===== config.mk =====
export PLATFORM = sky130hd
export DESIGN_NAME = mac_operand_sequencer_flat
export DESIGN_NICKNAME = d
export VERILOG_FILES = /design/src/rtl/mac_operand_sequencer_if.sv /design/src/rtl/mac_operand_sequencer.sv /design/src/flat_wrapper.sv
export SDC_FILE = /design/constraint.sdc
export NUM_CORES = 1
export LEC_CHECK = 0
export CAP_MARGIN = 30
export CORE_MARGIN = 3
export CORE_UTILIZATION = 60
export CTS_BUF_LIST = sky130_fd_sc_hd__clkbuf_4
export CTS_CLUSTER_DIAMETER = 100
export DETAILED_ROUTE_END_ITERATION = 10
export PLACE_DENSITY = 0.89
export SLEW_MARGIN = 5
export SYNTH_ARGS = -nofsm -noshare
export SYNTH_HDL_FRONTEND = slang
export SYNTH_SLANG_ARGS = --single-unit

===== constraint.sdc =====
create_clock -name clock -period 4.7 [get_ports clock]
set_clock_uncertainty 0.2 [all_clocks]
set_input_delay 0.47 -clock clock [delete_from_list [all_inputs] [get_ports clock]]
set_output_delay 0.47 -clock clock [all_outputs]
set_load 0.05 [all_outputs]

===== src/rtl/mac_operand_sequencer_if.sv =====
// Operand-pair stream into the MAC sequencer.
// A pair transfers on a rising clock edge where s_valid && s_ready; the source holds s_a/s_b stable while s_valid waits.
interface mac_operand_sequencer_if #(
   parameter int DW = 4
);
   logic          s_valid;
   logic          s_ready;
   logic [DW-1:0] s_a;
   logic [DW-1:0] s_b;

   modport master (output s_valid, output s_a, output s_b, input s_ready);
   modport slave  (input s_valid, input s_a, input s_b, output s_ready);
endinterface


===== src/rtl/mac_operand_sequencer.sv =====
// Feeds a 2-edge-latency MAC from a small operand FIFO.
// Each run clears the MAC, streams len pairs into it and pulses done on the cycle the result is final.
module mac_operand_sequencer #(
   parameter int DW    = 4,
   parameter int DEPTH = 4,
   parameter int LENW  = 4
) (
   input  logic                    clock,
   input  logic                    reset,
   input  logic                    start,
   input  logic [LENW-1:0]         len,
   mac_operand_sequencer_if.slave  stream,
   output logic                    mac_rst,
   output logic [DW-1:0]           mac_in1,
   output logic [DW-1:0]           mac_in2,
   output logic                    busy,
   output logic                    done,
   output logic [2:0]              dbg_state
);
   localparam int AW = $clog2(DEPTH);

   typedef enum logic [2:0] {IDLE, CLR, RUN, DRAIN1, DRAIN2} state_t;

   state_t            state_q, state_d;
   logic [LENW-1:0]   remaining_q, remaining_d;
   logic [2*DW-1:0]   mem_q [DEPTH];
   logic [2*DW-1:0]   mem_d [DEPTH];
   logic [AW-1:0]     wr_ptr_q, wr_ptr_d;
   logic [AW-1:0]     rd_ptr_q, rd_ptr_d;
   logic [AW:0]       count_q, count_d;
   logic              mac_rst_q, mac_rst_d;
   logic [DW-1:0]     mac_in1_q, mac_in1_d;
   logic [DW-1:0]     mac_in2_q, mac_in2_d;
   logic              done_q, done_d;
   logic              full, empty, push, pop;

   assign full  = (count_q == (AW+1)'(DEPTH));
   assign empty = (count_q == '0);
   assign push  = stream.s_valid && !full;
   // No bypass: a pop needs an entry already stored before this edge.
   assign pop   = (state_q == RUN) && !empty && (remaining_q != '0);

   always_comb begin
      mem_d    = mem_q;
      if (push) mem_d[wr_ptr_q] = {stream.s_a, stream.s_b};
      wr_ptr_d = wr_ptr_q + AW'(push);
      rd_ptr_d = rd_ptr_q + AW'(pop);
      count_d  = count_q + (AW+1)'(push) - (AW+1)'(pop);
   end

   always_comb begin
      state_d     = state_q;
      remaining_d = remaining_q;
      mac_rst_d   = 1'b0;
      done_d      = 1'b0;
      mac_in1_d   = pop ? mem_q[rd_ptr_q][2*DW-1:DW] : '0;
      mac_in2_d   = pop ? mem_q[rd_ptr_q][DW-1:0]    : '0;
      case (state_q)
         IDLE: begin
            if (start) begin
               state_d     = CLR;
               remaining_d = len;
               mac_rst_d   = 1'b1;
            end
         end
         CLR:    state_d = (remaining_q == '0) ? DRAIN1 : RUN;
         RUN: begin
            if (pop) begin
               remaining_d = remaining_q - LENW'(1);
               if (remaining_q == LENW'(1)) state_d = DRAIN1;
            end
         end
         // Two drain cycles cover the MAC's operand register and accumulator stages.
         DRAIN1: state_d = DRAIN2;
         DRAIN2: begin
            state_d = IDLE;
            done_d  = 1'b1;
         end
         default: state_d = IDLE;
      endcase
   end

   always_ff @(posedge clock or posedge reset) begin
      if (reset) begin
         state_q     <= IDLE;
         remaining_q <= '0;
         wr_ptr_q    <= '0;
         rd_ptr_q    <= '0;
         count_q     <= '0;
         mac_rst_q   <= 1'b0;
         mac_in1_q   <= '0;
         mac_in2_q   <= '0;
         done_q      <= 1'b0;
         for (int i = 0; i < DEPTH; i++) mem_q[i] <= '0;
      end else begin
         state_q     <= state_d;
         remaining_q <= remaining_d;
         wr_ptr_q    <= wr_ptr_d;
         rd_ptr_q    <= rd_ptr_d;
         count_q     <= count_d;
         mac_rst_q   <= mac_rst_d;
         mac_in1_q   <= mac_in1_d;
         mac_in2_q   <= mac_in2_d;
         done_q      <= done_d;
         mem_q       <= mem_d;
      end
   end

   assign stream.s_ready = !full;
   assign mac_rst        = mac_rst_q;
   assign mac_in1        = mac_in1_q;
   assign mac_in2        = mac_in2_q;
   assign done           = done_q;
   assign busy           = (state_q != IDLE);
   assign dbg_state      = state_q;
endmodule

===== src/flat_wrapper.sv =====
// flat-port wrapper written by rule: the top's interface ports become plain ports
module mac_operand_sequencer_flat 
#(
   parameter int DW    = 4,
   parameter int DEPTH = 4,
   parameter int LENW  = 4
)
  (clock, reset, start, len, mac_rst, mac_in1, mac_in2, busy, done, dbg_state, stream_s_valid, stream_s_a, stream_s_b, stream_s_ready);
  mac_operand_sequencer_if #(.DW(DW)) stream_i ();
  input  logic clock;
  input  logic reset;
  input  logic start;
  input  logic [LENW-1:0] len;
  output logic mac_rst;
  output logic [DW-1:0] mac_in1;
  output logic [DW-1:0] mac_in2;
  output logic busy;
  output logic done;
  output logic [2:0] dbg_state;
  input wire logic [$bits(stream_i.s_valid)-1:0] stream_s_valid;
  input wire logic [$bits(stream_i.s_a)-1:0] stream_s_a;
  input wire logic [$bits(stream_i.s_b)-1:0] stream_s_b;
  output wire logic [$bits(stream_i.s_ready)-1:0] stream_s_ready;
  assign stream_i.s_valid = stream_s_valid;
  assign stream_i.s_a = stream_s_a;
  assign stream_i.s_b = stream_s_b;
  assign stream_s_ready = stream_i.s_ready;
  mac_operand_sequencer #(.DW(DW), .DEPTH(DEPTH), .LENW(LENW)) u_core (.clock(clock), .reset(reset), .start(start), .len(len), .stream(stream_i), .mac_rst(mac_rst), .mac_in1(mac_in1), .mac_in2(mac_in2), .busy(busy), .done(done), .dbg_state(dbg_state));
endmodule

**Word-level counts from Yosys, hierarchy flattened**

Cells that the tools add are included.

- Add/subtract/negate cells: 5
- Multiply operators: 0
- Div/mod/pow operators: 0
- $lt $le $gt $ge: 3
- Equal/unequal tests: 9
- Shift-type cells: 0
- Mux-type cells: 19
- Bitwise operators: 2
- Reduce and logical (&&, ||, !) cells: 14

Operator list:

| cell | count |
|---|---|
| $bwmux W32 | 1 |
| $mux W8 | 3 |
| $bmux W8 S2 | 1 |
| $demux W8 S2 | 1 |
| $mux W4 | 4 |
| $pmux W3 S4 | 1 |
| $mux W3 | 3 |
| $pmux W4 S2 | 1 |
| $eq A3 B2 Y1 const B | 2 |
| $eq A3 B3 Y1 const B | 2 |
| $ge A3 B3 Y1 const B | 2 |
| $logic_not A3 Y1 | 2 |
| $not A2 Y3 | 2 |
| $reduce_and A3 Y1 | 2 |
| $add A2 B1 Y2 | 2 |
| $eq A4 B1 Y1 const B | 1 |
| $logic_and A1 B1 Y1 | 4 |
| $logic_not A4 Y1 | 1 |
| $mux W1 | 4 |
| $ne A2 B2 Y1 const B | 2 |
| $reduce_bool A4 Y1 | 1 |
| $sub A4 B1 Y4 const B | 1 |
| $add A3 B1 Y3 | 1 |
| $eq A3 B1 Y1 const B | 1 |
| other kinds (6) | 7 |

- Register bits after elaboration: 56
- Latch bits: 0
- RAM bits: 0
- Memory bits (read-only): 0
- Bits of input ports: 16
- Output and inout port bits: 15
- Logic and storage cells: 65
- Memories kept: 0

**Logic depth before layout (Yosys ltp)**

Gate-level depths: netlist of run 1.

- Depth after elaboration: 6
- Gate-level depth with buffers: 11
- Gate-level depth less buffers: 10

**Worst setup path after synthesis of run 1**

Ideal clock, no wire load.

- Path kind: flip-flop to flip-flop
- From: register u_core.state_q[1], in the netlist u_core.dbg_state[1]
- To: register u_core.count_q[2]
- Library setup time: 0.123 ns
- Data arrival time: 2.685 ns
- Data required time: 4.377 ns
- Setup slack: 1.692 ns
- Stages on the path, launching flop included: 11
- Path buffers: 2
- Clock period less this slack: 3.008 ns
- Cells stage by stage: dfrtp_1 -> buf_2 -> or3b_4 -> nor3_1 -> buf_2 -> ha_1 -> inv_1 -> ha_1 -> fa_1 -> xnor2_1 -> xnor2_1

- Word-level cells in the longest chain between the ends: 4

Ends and longest elaborated chain:

| item | line | RTL |
|---|---|---|
| start: declaration | mac_operand_sequencer.sv:24 | `state_t state_q, state_d;` |
| start signal: assignment | mac_operand_sequencer.sv:96 | `state_q <= state_d;` |
| $eq A3 B2 Y1 | mac_operand_sequencer.sv:41 | `assign pop = (state_q == RUN) && !empty && (remaining_q != '0);` |
| $logic_and A1 B1 Y1 (2 in a row) | mac_operand_sequencer.sv:41 |  |
| $sub A3 B1 Y3 | mac_operand_sequencer.sv:48 | `count_d = count_q + (AW+1)'(push) - (AW+1)'(pop);` |
| net u_core.count_d[2] | mac_operand_sequencer.sv:30 | `logic [AW:0] count_q, count_d;` |
| end signal: assignment | mac_operand_sequencer.sv:100 | `count_q <= count_d;` |
| end: declaration | mac_operand_sequencer.sv:30 |  |

The timed path passes the listed nets, and every way through them passes these cells.
A chain may end at the register's enable or synchronous reset.

**Worst setup path after layout of run 1**

- From: register u_core.remaining_q[0]
- To: register u_core.count_q[2]

- Word-level cells in the longest chain between the ends: 3

Ends and longest elaborated chain:

| item | line | RTL |
|---|---|---|
| start: declaration | mac_operand_sequencer.sv:25 | `logic [LENW-1:0] remaining_q, remaining_d;` |
| start signal: assignment | mac_operand_sequencer.sv:97 | `remaining_q <= remaining_d;` |
| $reduce_bool A4 Y1 | mac_operand_sequencer.sv:41 |  |
| $logic_and A1 B1 Y1 | mac_operand_sequencer.sv:41 |  |
| $sub A3 B1 Y3 | mac_operand_sequencer.sv:48 |  |
| net u_core.count_d[2] | mac_operand_sequencer.sv:30 |  |

The timed path passes the listed nets, and every way through them passes these cells.

==> results of run 1 <==
[cell usage in the layout (no fill, tap or decap), types with 2 or more instances in the layout]
cell type,instances
nor2_1,6
mux2_4,8
nor3_1,8
ha_1,7
nand3b_2,2
clkdlybuf4s50_1,30
mux2_2,24
mux4_2,8
and2_1,8
nor3b_1,2
o22ai_1,2
xor2_1,2
xnor2_1,3
dfrtp_1,56
inv_1,7
clkbuf_4,5
and4_1,2
[final timing paths]
check	endpoint	slack (ns)
worst max-delay path	u_core.count_q[2]	1.84
worst min-delay path	u_core.mem_q[31]	0.25
worst max register to register	u_core.count_q[2]	1.84
worst min register to register	u_core.mem_q[12]	0.32
max in group asynchronous	u_core.remaining_q[0]	3.48
min in group clock	u_core.mem_q[12]	0.32
[through the flow]
stage / setup slack [ns] / power (µW) / std cells / utilization (%)
5_1_grt: 1.60 / 2330 / 255 / 72.8
2_1_floorplan: 1.69 / 1710 / 173 / -
3_5_place_dp: 1.83 / 1990 / 247 / 71.3
3_3_place_gp: 1.93 / 1930 / 246 / 70.8
6_report: 1.84 / 2170 / 255 / 72.8
4_1_cts: 1.83 / 2200 / 255 / 72.8
[flip-flops by register name, summed over array words and instances (netlist names)]
signal              cells
u_core.mem_q           32
u_core.mac_in1          4
u_core.mac_in2          4
u_core.remaining_q      4
u_core.count_q          3
u_core.dbg_state        3
u_core.rd_ptr_q         2
u_core.wr_ptr_q         2
u_core.done             1
u_core.mac_rst          1
[layer usage]
layer,global-route usage [%],share of wire (%),up-vias
met1,25.3,43,743
met4,5.22,0.68,0
met2,32.4,53,27
met3,3.55,3.2,4
met5,0,0,-
li1,-,-,681
[where the power goes]
group	internal, µW	leakage, µW	total (µW)	switching [µW]
clock network	59.7	0.0000316	210	150
logic	545	0.000579	1040	500
registers	722	0.000680	921	198
[area by class of cell]
class | instances | area [µm²]
sequential | 56 | 1400
fill | 261 | 1100
multi-input combinational | 101 | 1070
timing repair buffer | 32 | 328
tap | 50 | 62.6
clock buffer | 5 | 37.5
inverter | 8 | 30.0
clock inverter | 3 | 21.3
[cell families after synthesis]
logic type	synth area share, %
compound gates	3.05
xor+xnor	1.72
fa+ha+maj	4.22
buf+inv	2.90
flops	55.0
mux	22.4
simple gates	10.7
==> run summary, run 1 <==
Status
• completed — outcome

Critical path
• 0.46 ns — slowest stage delay, CP
• 12 — Max Fanout on Critical Path
• flop — launching element type of the critical path
• 3 — number of buffers and inverters on the critical path
• dfrtp_1 — cell with the biggest individual delay on the critical path
• 11 — count of cell instances traversed by the critical path
• 11 — depth of the worst register-to-register path
• 4.81 ns — Data required, critical path
• ha_1 — most used cell along the critical path
• 2.97 ns — data arrival time of the worst path
• u_core.remaining_q[0] — startpoint of the worst-slack reg-to-reg timing path
• flop — type of destination of the critical path
• adder cells — delay-heaviest family, CP
• u_core.remaining_q[0] — worst setup path startpoint
• reg -> reg — start-to-end type of the worst setup path
• inv_1 > ha_1 > nor3b_2 > nor3_1 > buf_4 > ha_1 > inv_1 > ha_1 > fa_1 > xnor2_1 > xnor2_1 — cells traversed along the worst timing path

Synthesis
• 0 — yosys warns
• 55.0% — post-synth top area share
• 0.00255 mm² — Post-Synthesis Cell Area
• dfrtp_1 — Main synth FF type
• 56 — Seq cells post-synth
• dfrtp_1 — top cell type by total area after synthesis
• 14.7 µm² — Syn Area/Cell
• 100% — Async SR Flop Fraction
• 56 x dfrtp_1, 24 x mux2_2 — top cell types by occurrence after synthesis
• 55.0% — register area share after synthesis
• 37 — synth unique cells
• dfrtp_1 55%, mux2_2 11%, mux4_2 7.1% — largest cells by area after synthesis
• 0 — number of synthesized flops with an enable pin
• 173 — post-synthesis instance total
• 197 — Net Count, Synth
• dfrtp_1 — cell with the most instances after synthesis

Floorplan
• 23 — Std-Cell Rows
• 31 — I/O Pins
• 71.2 µm — Vert. Die Dim
• 0.00406 mm² — Core Box Area
• 71.2 µm — Die X
• 62.8% — effective utilization at floorplan
• 0.00506 mm² — floorplan die area

Cells and area
• 0.00295 mm² — Design Area, Final
• 29.3% — fraction of final layout cells sized beyond drive strength 1
• 228 — net count of the finished layout
• 15.9% — synth-to-layout area growth
• 0 — number of antenna repair diodes

Place
• 30 — number of buffer cells added on primary ports
• 0.00289 mm² — cell area reported after detailed placement
• 3070 µm — HPWL reported at the end of detailed placement
• 0.915 — last weighted congestion value of the routability-driven placer

Detailed routing
• 75 — drt initial violations
• 0 — detailed-route DRC error count
• 1,455 — DR vias
• 4270 µm — final wirelength
• 5.71 — Vias/cell
• 4 — Pre-antenna DRT Iters
• 16.7 µm — detailed-route wire length per cell
• 0 — antenna-violating nets left

CTS
• clkbuf_4 — root buffer selected by CTS
• 2 — maximum clock insertion buffer count
• 0 — hold bufs inserted after CTS
• 2 — CTS H-tree lvls
• done — TritonCTS clock tree
• 0.37 ns — clock latency reported for the late side of the worst-skew pair
• 0 — post_cts resized
• 5 — clock buffer count from CTS
• 56 — total number of clock tree sinks
• 0.17 ns — clock transition at the register clock pins on the worst setup and hold paths after CTS
• 0 — total setup buffers inserted after CTS

GRT
• 1,590 — vias in the first global route
• 0 — remaining global-route overflow
• 31 — largest net degree at the start of global routing
• 7560 µm — first-pass GRT wire length
• 19.1% — aggregate global-route resource usage
• 0 — antenna violations before repair

Timing
• 0.349 GHz — maximum achievable frequency
• 0 ns — Total Negative Setup Slacks
• 0 — number of slew-limit violations in the final report
• 61.0% — share of the cycle needed by the critical path after routing
• 2.86 ns — minimum clock period after layout
• false — RSZ-0062 raised after global routing
• 0 — Final Hold Violating Endpoints
• 0.252 ns — worst-case hold slack
• 0.666 ns — transition at the pin with the smallest max-transition slack
• 55.6% — Max-Slew Margin vs Limit
• 0 — final setup vio count

Pwr
• 736 mW/mm² — Pwr per Cell Area
• 0.00129 µW — leakage power summed over all cells
• 0.373 mV — VDD IR max

Run
• 0 — number of max-cap violations

Hold path
• in -> async — class of the tightest hold or removal check

Note: power is estimated with default switching activity, not from simulation.
==> run 2, diff against run 1 <==
--- a/config.mk
+++ b/config.mk
@@ -7,11 +7,11 @@
 export LEC_CHECK = 0
 export CAP_MARGIN = 30
 export CORE_MARGIN = 3
-export CORE_UTILIZATION = 60
+export CORE_UTILIZATION = 52
 export CTS_BUF_LIST = sky130_fd_sc_hd__clkbuf_4
 export CTS_CLUSTER_DIAMETER = 100
 export DETAILED_ROUTE_END_ITERATION = 10
-export PLACE_DENSITY = 0.89
+export PLACE_DENSITY = 0.82
 export SLEW_MARGIN = 5
 export SYNTH_ARGS = -nofsm -noshare
 export SYNTH_HDL_FRONTEND = slang
==> constraint.sdc (replaced) <==
create_clock -name clock -period 2.4 [get_ports clock]
set_clock_uncertainty 0.2 [all_clocks]
set_input_delay 0.24 -clock clock [delete_from_list [all_inputs] [get_ports clock]]
set_output_delay 0.24 -clock clock [all_outputs]
set_load 0.05 [all_outputs]
==> run summary, run 2 (synthesized netlist as in run 1, its figures left out) <==
Status
• completed — outcome, unchanged

Critical path
• u_core.count_q[2] — Reg-to-Reg End, unchanged
• inv_2 > ha_1 > nor3b_4 > nor3_4 > ha_4 > inv_2 > ha_4 > fa_2 > xnor2_2 > xnor2_1 — cells traversed along the worst timing path, was inv_1 > ha_1 > nor3b_2 > nor3_1 > buf_4 > ha_1 > inv_1 > ha_1 > fa_1 > xnor2_1 > xnor2_1
• flop — type of destination of the critical path, unchanged
• dfrtp_1 — cell with the biggest individual delay on the critical path, unchanged
• 2.42 ns — data arrival time of the worst path, was 2.97 ns
• 2.47 ns — Data required, critical path, was 4.81 ns
• 3 — Max Fanout on Critical Path, was 12
• u_core.remaining_q[1] — startpoint of the worst-slack reg-to-reg timing path, was u_core.remaining_q[0]
• 0.43 ns — slowest stage delay, CP, was 0.46 ns
• 10 — depth of the worst register-to-register path, was 11
• reg -> reg — start-to-end type of the worst setup path, unchanged
• u_core.remaining_q[1] — worst setup path startpoint, was u_core.remaining_q[0]
• flop — launching element type of the critical path, unchanged
• 0.06 ns — Worst R2R Setup Slack, was 1.84 ns

Floorplan
• 76.0 µm — Vert. Die Dim, was 71.2 µm
• 31 — I/O Pins, unchanged
• 24 — Std-Cell Rows, was 23
• 0.00453 mm² — Core Box Area, was 0.00406 mm²
• 0.00577 mm² — floorplan die area, was 0.00506 mm²
• 56.2% — effective utilization at floorplan, was 62.8%
• 76.0 µm — Die X, was 71.2 µm

Timing
• 2.34 ns — minimum clock period after layout, was 2.86 ns
• 0.427 GHz — maximum achievable frequency, was 0.349 GHz
• 0 — final setup vio count, unchanged
• true — RSZ-0062 raised after global routing, was false
• 0.654 ns — transition at the pin with the smallest max-transition slack, was 0.666 ns
• 97.7% — share of the cycle needed by the critical path after routing, was 61.0%
• 56.4% — Max-Slew Margin vs Limit, was 55.6%
• 0 — Final Hold Violating Endpoints, unchanged
• 0 — number of slew-limit violations in the final report, unchanged

GRT
• 18.0% — aggregate global-route resource usage, was 19.1%
• 0 — antenna violations before repair, unchanged
• 32.0% — met2 demand-to-capacity share in global routing, was 32.4%
• 56 — largest net degree at the start of global routing, was 31
• 22.3% — fraction of met1 tracks used by global routing, was 25.3%
• 1,660 — vias in the first global route, was 1,590
• 4.85% — global routing met3 resource utilization, was 3.55%
• 8230 µm — first-pass GRT wire length, was 7560 µm
• met2 — GRT busiest layer, unchanged
• 0 — remaining global-route overflow, unchanged

Cells and area
• 36.6% — fraction of final layout cells sized beyond drive strength 1, was 29.3%
• 21.3% — synth-to-layout area growth, was 15.9%
• 0 — number of antenna repair diodes, unchanged
• 53 x dfrtp_1, 28 x clkdlybuf4s50_1, 24 x mux2_2 — commonest cells after routing, fill and taps aside, was 56 x dfrtp_1, 30 x clkdlybuf4s50_1, 24 x mux2_2
• 0.00141 mm² — sequential cell area, was 0.00140 mm²
• 32 — max FFs per register, unchanged
• u_core.mem_q — register with the highest flop count, unchanged
• 236 — net count of the finished layout, was 228
• 0.00113 mm² — area occupied by multi-input gates, was 0.00107 mm²
• 313 — number of filler cells placed in the layout, was 261
• 68.1% — Core Util, Final, was 72.8%
• dfrtp_1 — most common cell after layout, fill and taps aside, unchanged

CTS
• 5 — clock buffer count from CTS, unchanged
• done — TritonCTS clock tree, unchanged
• 0.15 ns — clock transition at the register clock pins on the worst setup and hold paths after CTS, was 0.17 ns
• 2 — CTS H-tree lvls, unchanged
• clkbuf_4 — root buffer selected by CTS, unchanged
• 2 — maximum clock insertion buffer count, unchanged
• 56 — total number of clock tree sinks, unchanged
• 0.37 ns — clock latency reported for the late side of the worst-skew pair, about the same

Hold path
• in -> reg — class of the tightest hold or removal check, was in -> async
• len[3] — startpoint of the worst hold path
• 3 — worst hold stages
• u_core.remaining_q[3] — Endpoint, Worst Hold

Detailed routing
• 0 — detailed-route DRC error count, unchanged
• 43 — drt initial violations, was 75
• 17.5 µm — detailed-route wire length per cell, was 16.7 µm
• 4870 µm — final wirelength, was 4270 µm
• 0 — antenna-violating nets left, unchanged
• 4 — Pre-antenna DRT Iters, unchanged
• 5.49 — Vias/cell, was 5.71
• 1,525 — DR vias, was 1,455

Pwr
• 4490 µW — Power Total, was 2170 µW
• 0.662 mV — VDD IR max, was 0.373 mV
• 1450 mW/mm² — Pwr per Cell Area, was 736 mW/mm²
• 0.00134 µW — leakage power summed over all cells, was 0.00129 µW

Place
• 3370 µm — HPWL reported at the end of detailed placement, was 3070 µm
• 0.908 — last weighted congestion value of the routability-driven placer, was 0.915
• 30 — number of buffer cells added on primary ports, unchanged

Run
• 0 — number of max-cap violations, unchanged

run 2: cell types whose count changed in the layout (fill, tap and decap cells not counted), sizes merged:
cell	delta
inv	-1
dlymetal6s2s	+1
clkdlybuf4s50	-2
clkinvlp	-1
buf	+7
clkinv	+2
dlygate4sd2	+1
dlygate4sd3	+1
run 2: critical path, delay by kind of cell, from the launching register on:
kind                       cells  cell delay, ns
DFF                            1            0.43
buffers and inverters          2            0.12
xor gates and xnor gates       2            0.27
and+or+nand+nor                2            0.33
adders and majority gates      4            0.90
run 2: power breakdown:
part	switching (µW)	internal [µW]
Combinational	1120	1190
Sequential	375	1420
Clock	276	108
run 2: cell type report:
class	instances	area share [%]
clock inverters	3	0.446
multi-input cells	101	36.6
flip-flops and latches	56	45.5
repair buffers	40	12.7
inverters	8	0.972
clock buffers	5	1.22
well taps	65	2.63
run 2: through the flow:
stage | setup slack [ns] | hold slack, ns | TNS [ns] | area [µm²] | instances
5_1_grt | -0.0452 | 0.332 | -0.0452 | 3090 | 278
4_1_cts | 0.00105 | 0.297 | 0 | 3070 | 277
3_3_place_gp | 0.111 | 0.221 | 0 | 3010 | 268
3_5_place_dp | 0.0696 | 0.223 | 0 | 3010 | 268
2_1_floorplan | -0.202 | 0.188 | -0.303 | 2610 | 173
6_report | 0.0564 | 0.311 | 0 | 3090 | 278
run 2: per-layer routing:
layer | vias up | wire length, µm
li1 | 694 | -
met1 | 770 | 1990
met2 | 47 | 2560
met3 | 14 | 254
met4 | 0 | 71
met5 | - | 0
run 2: repair_timing:
action,CTS,global route
hold buffers,1,0
gates cloned,0,0
buffers inserted,0,1
gates resized for setup,1,5
endpoints found under the setup margin,1,2
endpoints found under the hold margin,1,0
run 2: worst max-delay path by stage:
stage / endpoint / slack, ns / cells past startpoint
4_1_cts: stream_s_ready / 0.001 / 2
5_1_grt: u_core.count_q[2] / -0.05 / 10
3_5_place_dp: u_core.count_q[2] / 0.07 / 8
2_1_floorplan: u_core.count_q[2] / -0.20 / 10
6_report: u_core.count_q[2] / 0.06 / 10
3_3_place_gp: u_core.count_q[2] / 0.11 / 8
